### config.mk
export PLATFORM = sky130hd
export DESIGN_NAME = regfile_bypass
export DESIGN_NICKNAME = d
export VERILOG_FILES = /design/src/rtl/cpu_pkg.sv /design/src/rtl/regfile_scoreboard.sv /design/src/rtl/regfile_bypass.sv
export SDC_FILE = /design/constraint.sdc
export NUM_CORES = 2
export LEC_CHECK = 0
export CAP_MARGIN = 20
export CORE_ASPECT_RATIO = 0.7
export CORE_UTILIZATION = 40
export CTS_CLUSTER_SIZE = 28
export DETAILED_ROUTE_END_ITERATION = 8
export MAX_ROUTING_LAYER = met4
export PLACE_DENSITY_LB_ADDON = 0.15
export REMOVE_ABC_BUFFERS = 1
export SLEW_MARGIN = 20
export SYNTH_ARGS = -nofsm -noshare
export SYNTH_HDL_FRONTEND = slang
export SYNTH_SLANG_ARGS = --single-unit
### constraint.sdc
create_clock -name clk -period 54 [get_ports clk]
set_input_delay 10.8 -clock clk [delete_from_list [all_inputs] [get_ports clk]]
set_output_delay 10.8 -clock clk [all_outputs]
set_load 0.02 [all_outputs]
### src/rtl/cpu_pkg.sv
// Shared CPU definitions: register file geometry and decoder/ALU operation encodings.
package cpu_pkg;

  localparam int unsigned REG_WIDTH      = 32;
  localparam int unsigned REG_ADDR_WIDTH = 5;
  localparam int unsigned ZERO_REG_IDX   = 0;

  typedef enum logic [2:0] {
    OP_NOP  = 3'b000,
    OP_ADD  = 3'b001,
    OP_SUB  = 3'b010,
    OP_AND  = 3'b011,
    OP_OR   = 3'b100,
    OP_XOR  = 3'b101,
    OP_LOAD = 3'b110
  } op_t;

endpackage

### src/rtl/regfile_scoreboard.sv
// Pending-write scoreboard: one busy bit per register, set on issue, cleared on writeback.
module regfile_scoreboard
  import cpu_pkg::*;
#(
  parameter int unsigned ADDR_WIDTH = REG_ADDR_WIDTH,
  parameter int unsigned ZERO_REG   = 1,
  localparam int unsigned DEPTH     = 2 ** ADDR_WIDTH
) (
  input  logic                  clk,
  input  logic                  rst,
  input  logic                  i_issue_en,
  input  logic [ADDR_WIDTH-1:0] i_issue_rd,
  input  logic                  i_wen,
  input  logic [ADDR_WIDTH-1:0] i_wr_addr,
  output logic [DEPTH-1:0]      o_busy
);

  logic [DEPTH-1:0] r_busy;
  logic [DEPTH-1:0] w_busy_next;

  // Next busy vector: clear on writeback first, then set on issue so the newer producer wins.
  always_comb begin
    w_busy_next = r_busy;
    if (i_wen) begin
      w_busy_next[i_wr_addr] = 1'b0;
    end
    if (i_issue_en) begin
      w_busy_next[i_issue_rd] = 1'b1;
    end
    if (ZERO_REG != 0) begin
      w_busy_next[ZERO_REG_IDX] = 1'b0;
    end
  end

  // Busy state register.
  always_ff @(posedge clk or posedge rst) begin
    if (rst) begin
      r_busy <= '0;
    end else begin
      r_busy <= w_busy_next;
    end
  end

  assign o_busy = r_busy;

endmodule

### src/rtl/regfile_bypass.sv
// Multi-read-port register file with write-first bypass, optional zero register and RAW scoreboard.
module regfile_bypass
  import cpu_pkg::*;
#(
  parameter int unsigned WIDTH      = REG_WIDTH,
  parameter int unsigned ADDR_WIDTH = REG_ADDR_WIDTH,
  parameter int unsigned NUM_RD     = 2,
  parameter int unsigned ZERO_REG   = 1
) (
  input  logic                         clk,
  input  logic                         rst,
  input  logic [NUM_RD*ADDR_WIDTH-1:0] i_rs_addr,
  output logic [NUM_RD*WIDTH-1:0]      o_rs_data,
  output logic [NUM_RD-1:0]            o_rs_busy,
  input  logic                         i_wen,
  input  logic [ADDR_WIDTH-1:0]        i_wr_addr,
  input  logic [WIDTH-1:0]             i_wr_data,
  input  logic                         i_issue_en,
  input  logic [ADDR_WIDTH-1:0]        i_issue_rd,
  output logic                         o_hazard
);

  localparam int unsigned DEPTH = 2 ** ADDR_WIDTH;

  if (NUM_RD < 1 || NUM_RD > 4) begin : g_bad_num_rd
    $error("regfile_bypass: NUM_RD must be in 1..4");
  end

  logic [WIDTH-1:0]  r_regs [DEPTH];
  logic [DEPTH-1:0]  w_busy;
  logic              w_wr_is_zero;
  logic              w_wr_valid;

  // Writes to the hardwired zero register are dropped.
  assign w_wr_is_zero = (ZERO_REG != 0) && (i_wr_addr == ADDR_WIDTH'(ZERO_REG_IDX));
  assign w_wr_valid   = i_wen && !w_wr_is_zero;

  // Register array write port.
  always_ff @(posedge clk or posedge rst) begin
    if (rst) begin
      for (int i = 0; i < int'(DEPTH); i++) begin
        r_regs[i] <= '0;
      end
    end else if (w_wr_valid) begin
      r_regs[i_wr_addr] <= i_wr_data;
    end
  end

  regfile_scoreboard #(
    .ADDR_WIDTH (ADDR_WIDTH),
    .ZERO_REG   (ZERO_REG)
  ) u_scoreboard (
    .clk        (clk),
    .rst        (rst),
    .i_issue_en (i_issue_en),
    .i_issue_rd (i_issue_rd),
    .i_wen      (i_wen),
    .i_wr_addr  (i_wr_addr),
    .o_busy     (w_busy)
  );

  for (genvar p = 0; p < int'(NUM_RD); p++) begin : g_rd
    logic [ADDR_WIDTH-1:0] w_addr;
    logic                  w_addr_is_zero;
    logic                  w_wr_hit;
    logic [WIDTH-1:0]      r_data;

    assign w_addr         = i_rs_addr[p*ADDR_WIDTH +: ADDR_WIDTH];
    assign w_addr_is_zero = (ZERO_REG != 0) && (w_addr == ADDR_WIDTH'(ZERO_REG_IDX));
    assign w_wr_hit       = i_wen && (i_wr_addr == w_addr);

    // Registered read with write-first bypass; zero register always reads 0.
    always_ff @(posedge clk or posedge rst) begin
      if (rst) begin
        r_data <= '0;
      end else if (w_addr_is_zero) begin
        r_data <= '0;
      end else if (w_wr_valid && w_wr_hit) begin
        r_data <= i_wr_data;
      end else begin
        r_data <= r_regs[w_addr];
      end
    end

    assign o_rs_data[p*WIDTH +: WIDTH] = r_data;
    // A writeback landing this cycle resolves the hazard through the bypass.
    assign o_rs_busy[p] = w_busy[w_addr] && !w_wr_hit;
  end

  assign o_hazard = |o_rs_busy;

endmodule

* Yosys cells after proc, flatten, opt, wreduce, memory -nomap -nowiden
Cells that the tools add are included.
** Word-level totals
- Output and inout bits :: 67
- Bits of input ports :: 56
- Flip-flop bits (word level) :: 1119
- Word-level logic and storage cells :: 93
** Operators by class
- Reductions and logical operators :: 17
- Equality and inequality tests :: 2
- Bitwise gates (word level) :: 6
- Mux-type cells :: 23
- Magnitude comparators :: 10
** Operators by type and width (number)
- 1024-bit bitwise mux :: 1
- 32-bit two-way mux :: 11
- 32-bit binary-select mux with 5-bit select :: 2
- 32-bit demux with 5-bit select :: 1
- 32-bit AND :: 1
- 32-bit inverter :: 1
- 32-bit OR :: 1
- 5-bit by 6-bit less-than comparator with 1-bit output (second input constant) :: 4
- 6-bit >= comparator (second input constant) :: 3
- 5-bit inverter with 6-bit output :: 3
- 5-bit logical NOT :: 3
- 1-bit binary-select mux with 5-bit select :: 2
- 1-bit demux with 5-bit select :: 2
- 5-bit == test :: 2
- 5-bit by 1-bit >= comparator with 1-bit output (second input constant) :: 2
- 1-bit logical AND :: 10
- 6-bit by 1-bit less-than comparator with 1-bit output (second input constant) :: 1
- 1-bit two-way mux :: 4
- 1-bit logical NOT :: 3
- 2-bit OR reduction :: 1

* Longest topological paths before layout
- Depth after elaboration :: 9
- Depth in mapped cells :: 10
- Depth with buffers taken out :: 5

* Cells and area by module
A second synthesis with hierarchy kept.
** Unflattened totals
- Cell total of the unflattened synthesis :: 4063
- Area total of the unflattened synthesis :: 58439.8 um^2
** Modules (own cells, without submodules)
- regfile_bypass :: seq. area each 27226.1 um^2, cells an instance 3942, times used 1, area an instance 57157.3 um^2
- regfile_scoreboard :: seq. area each 775.7 um^2, cells an instance 121, times used 1, area an instance 1282.5 um^2

* Worst setup path before layout
OpenSTA, ideal clock, no wires.
- Path type :: input port to output port
- From :: in i_rs_addr[0]
- To :: out o_hazard
- Cell stages on the path :: 8
- Arrival :: 12466 ps
- Setup slack :: 30734 ps
- Buffers on the path :: 4
- Data required time :: 43200 ps
- Path through :: buf_4 buf_6 buf_4 buf_4 a221oi_1 nor3_1 o311a_1 o21bai_1
** Between the ends
- Word-level cells in the longest chain between the ends :: 5
- Elaborated cells between the ends (all ways) :: 7
- Those cells by class :: 1 x eq/ne; 2 x mux; 4 x reduce/logical
** Ends and longest elaborated chain
- start, declared :: RTL line regfile_bypass.sv:12 : input logic [NUM_RD*ADDR_WIDTH-1:0] i_rs_addr,
- parallel branches: the longest is 3 deep, another holds 1-bit binary-select mux with 5-bit select
- 1-bit logical AND (*) :: RTL line regfile_bypass.sv:87 : assign o_rs_busy[p] = w_busy[w_addr] && !w_wr_hit;
- via o_rs_busy[0] :: RTL line regfile_bypass.sv:14 : output logic [NUM_RD-1:0] o_rs_busy,
- 2-bit OR reduction (*) :: RTL line regfile_bypass.sv:90 : assign o_hazard = |o_rs_busy;
- end, declared :: RTL line regfile_bypass.sv:20 : output logic o_hazard
Mark *: on every way through the listed nets, which the timed path passes. The select of a mux whose other input is x is not followed.

* Final worst setup path
- From :: in i_rs_addr[5]
- To :: out o_hazard
** Between the ends
- Word-level cells in the longest chain between the ends :: 5
- Elaborated cells between the ends (all ways) :: 7
- Those cells by class :: 1 x eq/ne; 2 x mux; 4 x reduce/logical
** Ends and longest elaborated chain (RTL line)
- parallel branches: the longest is 3 deep, another holds 1-bit binary-select mux with 5-bit select
- 1-bit logical AND (*) :: regfile_bypass.sv:87
- 2-bit OR reduction (*) :: regfile_bypass.sv:90
Mark *: on every way between the ends. The select of a mux whose other input is x is not followed.

==> flow_summary.ini <==
[run_status]
status = complete, no violations

[clock_tree]
holdBufCountCts = 0
cts_made_buffers = 113
cts_setup_buffers = 0
clockRootBuffer = clkbuf_16
clkTransAtPathRegs_ns = 0.06
clock_sinks = 1119
cts.path.max_buffers = 3
post_cts_resized = 0
htreeDepth = 3
cts_tree = done
clock_latency_ns = 0.74

[timing]
hold_violations = 0
slew_viol_final = 0
tightest_slew_ns = 1.22
slew_headroom = 0.187
max_freq_mhz = 39.9
fin_crit_sh = 0.464
fin_crit_ns = 25.05
clock_skew_ns = 0.0218
fin_tns_setup_ns = 0
setup_viol = 0
rsz0062_at_grt = false

[placed_design]
dp_cells = 5627
gp_congestion = 0.824
portBuffers = 122
dp_hpwl_microns = 107000

[global_route]
grt_max_degree = 153
grt_use_total = 0.285
grt_pass1_vias = 37900
grt_overflow = 0
antenna_found_initial = 6
grt_pass1_wl_microns = 291000

[critical_path]
worstPathCellList = buf_8 > buf_4 > mux4_2 > mux2i_1 > mux2i_1 > a211oi_1 > o21bai_1 > clkdlybuf4s50_1
cpMaxStageDelayCell = a211oi_1
path_max_fanout = 62
crit_buf_inv = 3
cp_data_required_time_ns = 43.20
path_delay_family = buffers and inverters
cpMostUsedCell = mux2i_1
crit_path_start_kind = input pin
cp.arrival_ns = 14.25
end_kind = primary output
cpPeakStageDelay_ns = 0.71
path_class = input pin to primary output

[synth]
synth_top_family_by_area = multiplexers
ys_seq_area_frac = 0.483
synthAdderAreaFrac = 0
synth.cell_area_sq_mm = 0.0580
yosys.area.top_type = dfrtp_1
synth-simple-area-share = 0.0227
synth.avg_cell_area_sq_um = 14.6
synth_most_common_cell = dfrtp_1
synth-async-reset-ratio = 1.00
synth_top_cells_by_area = dfrtp_1 48%, mux2_2 19%, mux4_2 18%, mux2i_1 2.2%, o22ai_1 1.6%
synth_cell_types = 56
synth_top_area_share = 0.483
synth_edf_count = 0
synth_xor_area_frac = 0.00151
synth_common_cells = 1119 x dfrtp_1, 991 x mux2_2, 465 x mux4_2
synthMuxAreaShare = 0.398
yosys_most_used_dff = dfrtp_1
ys_ff_latch = 1119
synth_compound_area_frac = 0.0591
syn_inst = 3964
yosys_warnings = 0

[die]
rows = 116
pin_count = 123
initial_core_util = 0.404
die_h_microns = 321
die_x_microns = 457
die-area_sq_mm = 0.147
core_sq_mm = 0.143

[routing]
drt_pre_antenna_iters = 7
num_vias = 37900
ant_nets = 0
drc = 0
drt_iter0_markers = 3822
routed_wl_microns = 201000
routed_via_density = 6.49
drt-wirelength-per-cell_microns = 34.5

[power]
power_leakage_nw = 27.4
vdd_drop_max_mv = 0.0261
powerDensity_mw_per_mm2 = 38.2

[min_path]
hold_path.class = register to register

[cells_and_area]
drive_gt1_frac = 0.465
nNetsFinal = 3911
stdcell_count = 5841
nFillCells = 12800
syn_to_final_growth_pct = 11.0

[flow_run]
max_cap_viol_count = 0
## worst paths after layout
check | from | endpoint | slack (ns) | cells past startpoint
max | i_rs_addr[5] | o_hazard | 28.95 | 8
max in group asynchronous | rst | r_regs[705]$_DFFE_PP0P_ | 40.24 | 5
min | r_regs[1020]$_DFFE_PP0P_ | r_regs[1020]$_DFFE_PP0P_ | 0.37 | 0
min in group asynchronous | rst | g_rd[1].r_data[7]$_DFF_PP0_ | 10.61 | 2
max reg2reg | r_regs[510]$_DFFE_PP0P_ | g_rd[1].r_data[30]$_DFF_PP0_ | 51.97 | 5
min reg2reg | r_regs[1020]$_DFFE_PP0P_ | r_regs[1020]$_DFFE_PP0P_ | 0.37 | 0
## state kept, by name (all words and copies together), names as in the netlist
signal               count
r_regs                1024
g_rd.r_data             64
u_scoreboard.o_busy     31
## kinds of logic (layout without fill, tap and decap cells)
logic type	count (synthesis)	after routing
other cells	0	3
compound gates	504	504
simple gates	285	285
mux	1596	1596
xor+xnor	10	10
buf+inv	450	436
flops	1119	1119
## report_power, final
| group | switching [mW] | internal (mW) |
|---|---|---|
| clock | 0.361 | 0.489 |
| sequential | 0.115 | 0.998 |
| combinational | 0.211 | 0.285 |
| total | 0.687 | 1.77 |
## through the flow
| stage | worst slack (ns) | hold slack, ns | util | power [mW] | cell area, sq um |
|---|---|---|---|---|---|
| final | 28.95 | 0.375 | 0.449 | 2.46 | 64400 |
| after detailed placement | 28.91 | 0.363 | 0.422 | 1.62 | 60500 |
| after floorplan | 11.69 | 0.349 | - | 1.44 | 55900 |
| after CTS | 28.92 | 0.378 | 0.449 | 2.47 | 64400 |
| after global placement | 28.91 | 0.361 | 0.422 | 1.61 | 60500 |
| after global routing | 28.84 | 0.384 | 0.449 | 2.56 | 64400 |
## placed cells by master, fill, tap and decap left out, types with 19 or more instances in the layout
master           Yosys  layout
clkbuf_1           209      20
mux2_2             991     991
a21oi_1             54      54
clkbuf_8             0      26
dfrtp_1           1119    1119
a22oi_1             32      32
mux2i_1            126     126
o22ai_1            148     148
o221ai_1            57      57
o2bb2ai_1           21      21
mux4_2             465     465
o31ai_1             26      26
o21a_1              26      26
nand2_1             38      19
clkbuf_16            0     115
o21ai_0             87      87
clkdlybuf4s50_1      0      88
clkinv_2             0      22
nor2_1             162     150
buf_4               38      88
buf_2              129      28
## area by class of cell
| cell class | instances | area, sq um | area share |
|---|---|---|---|
| clock buffers | 161 | 3310 | 0.0514 |
| inverters | 10 | 45.0 | 0.000700 |
| flip-flops and latches | 1119 | 28000 | 0.435 |
| well taps | 1888 | 2360 | 0.0367 |
| repair buffers | 216 | 1870 | 0.0290 |
| diodes | 3 | 7.51 | 0.000117 |
| multi-input cells | 2395 | 28100 | 0.437 |
| clock inverters | 49 | 643 | 0.00999 |
## routing by layer
layer	track usage	wire length, microns
met1	0.415	91900
met5	-	0
met3	0.0518	15000
met2	0.406	88600
met4	0.0786	5870
(Power assumes the default switching activity.)
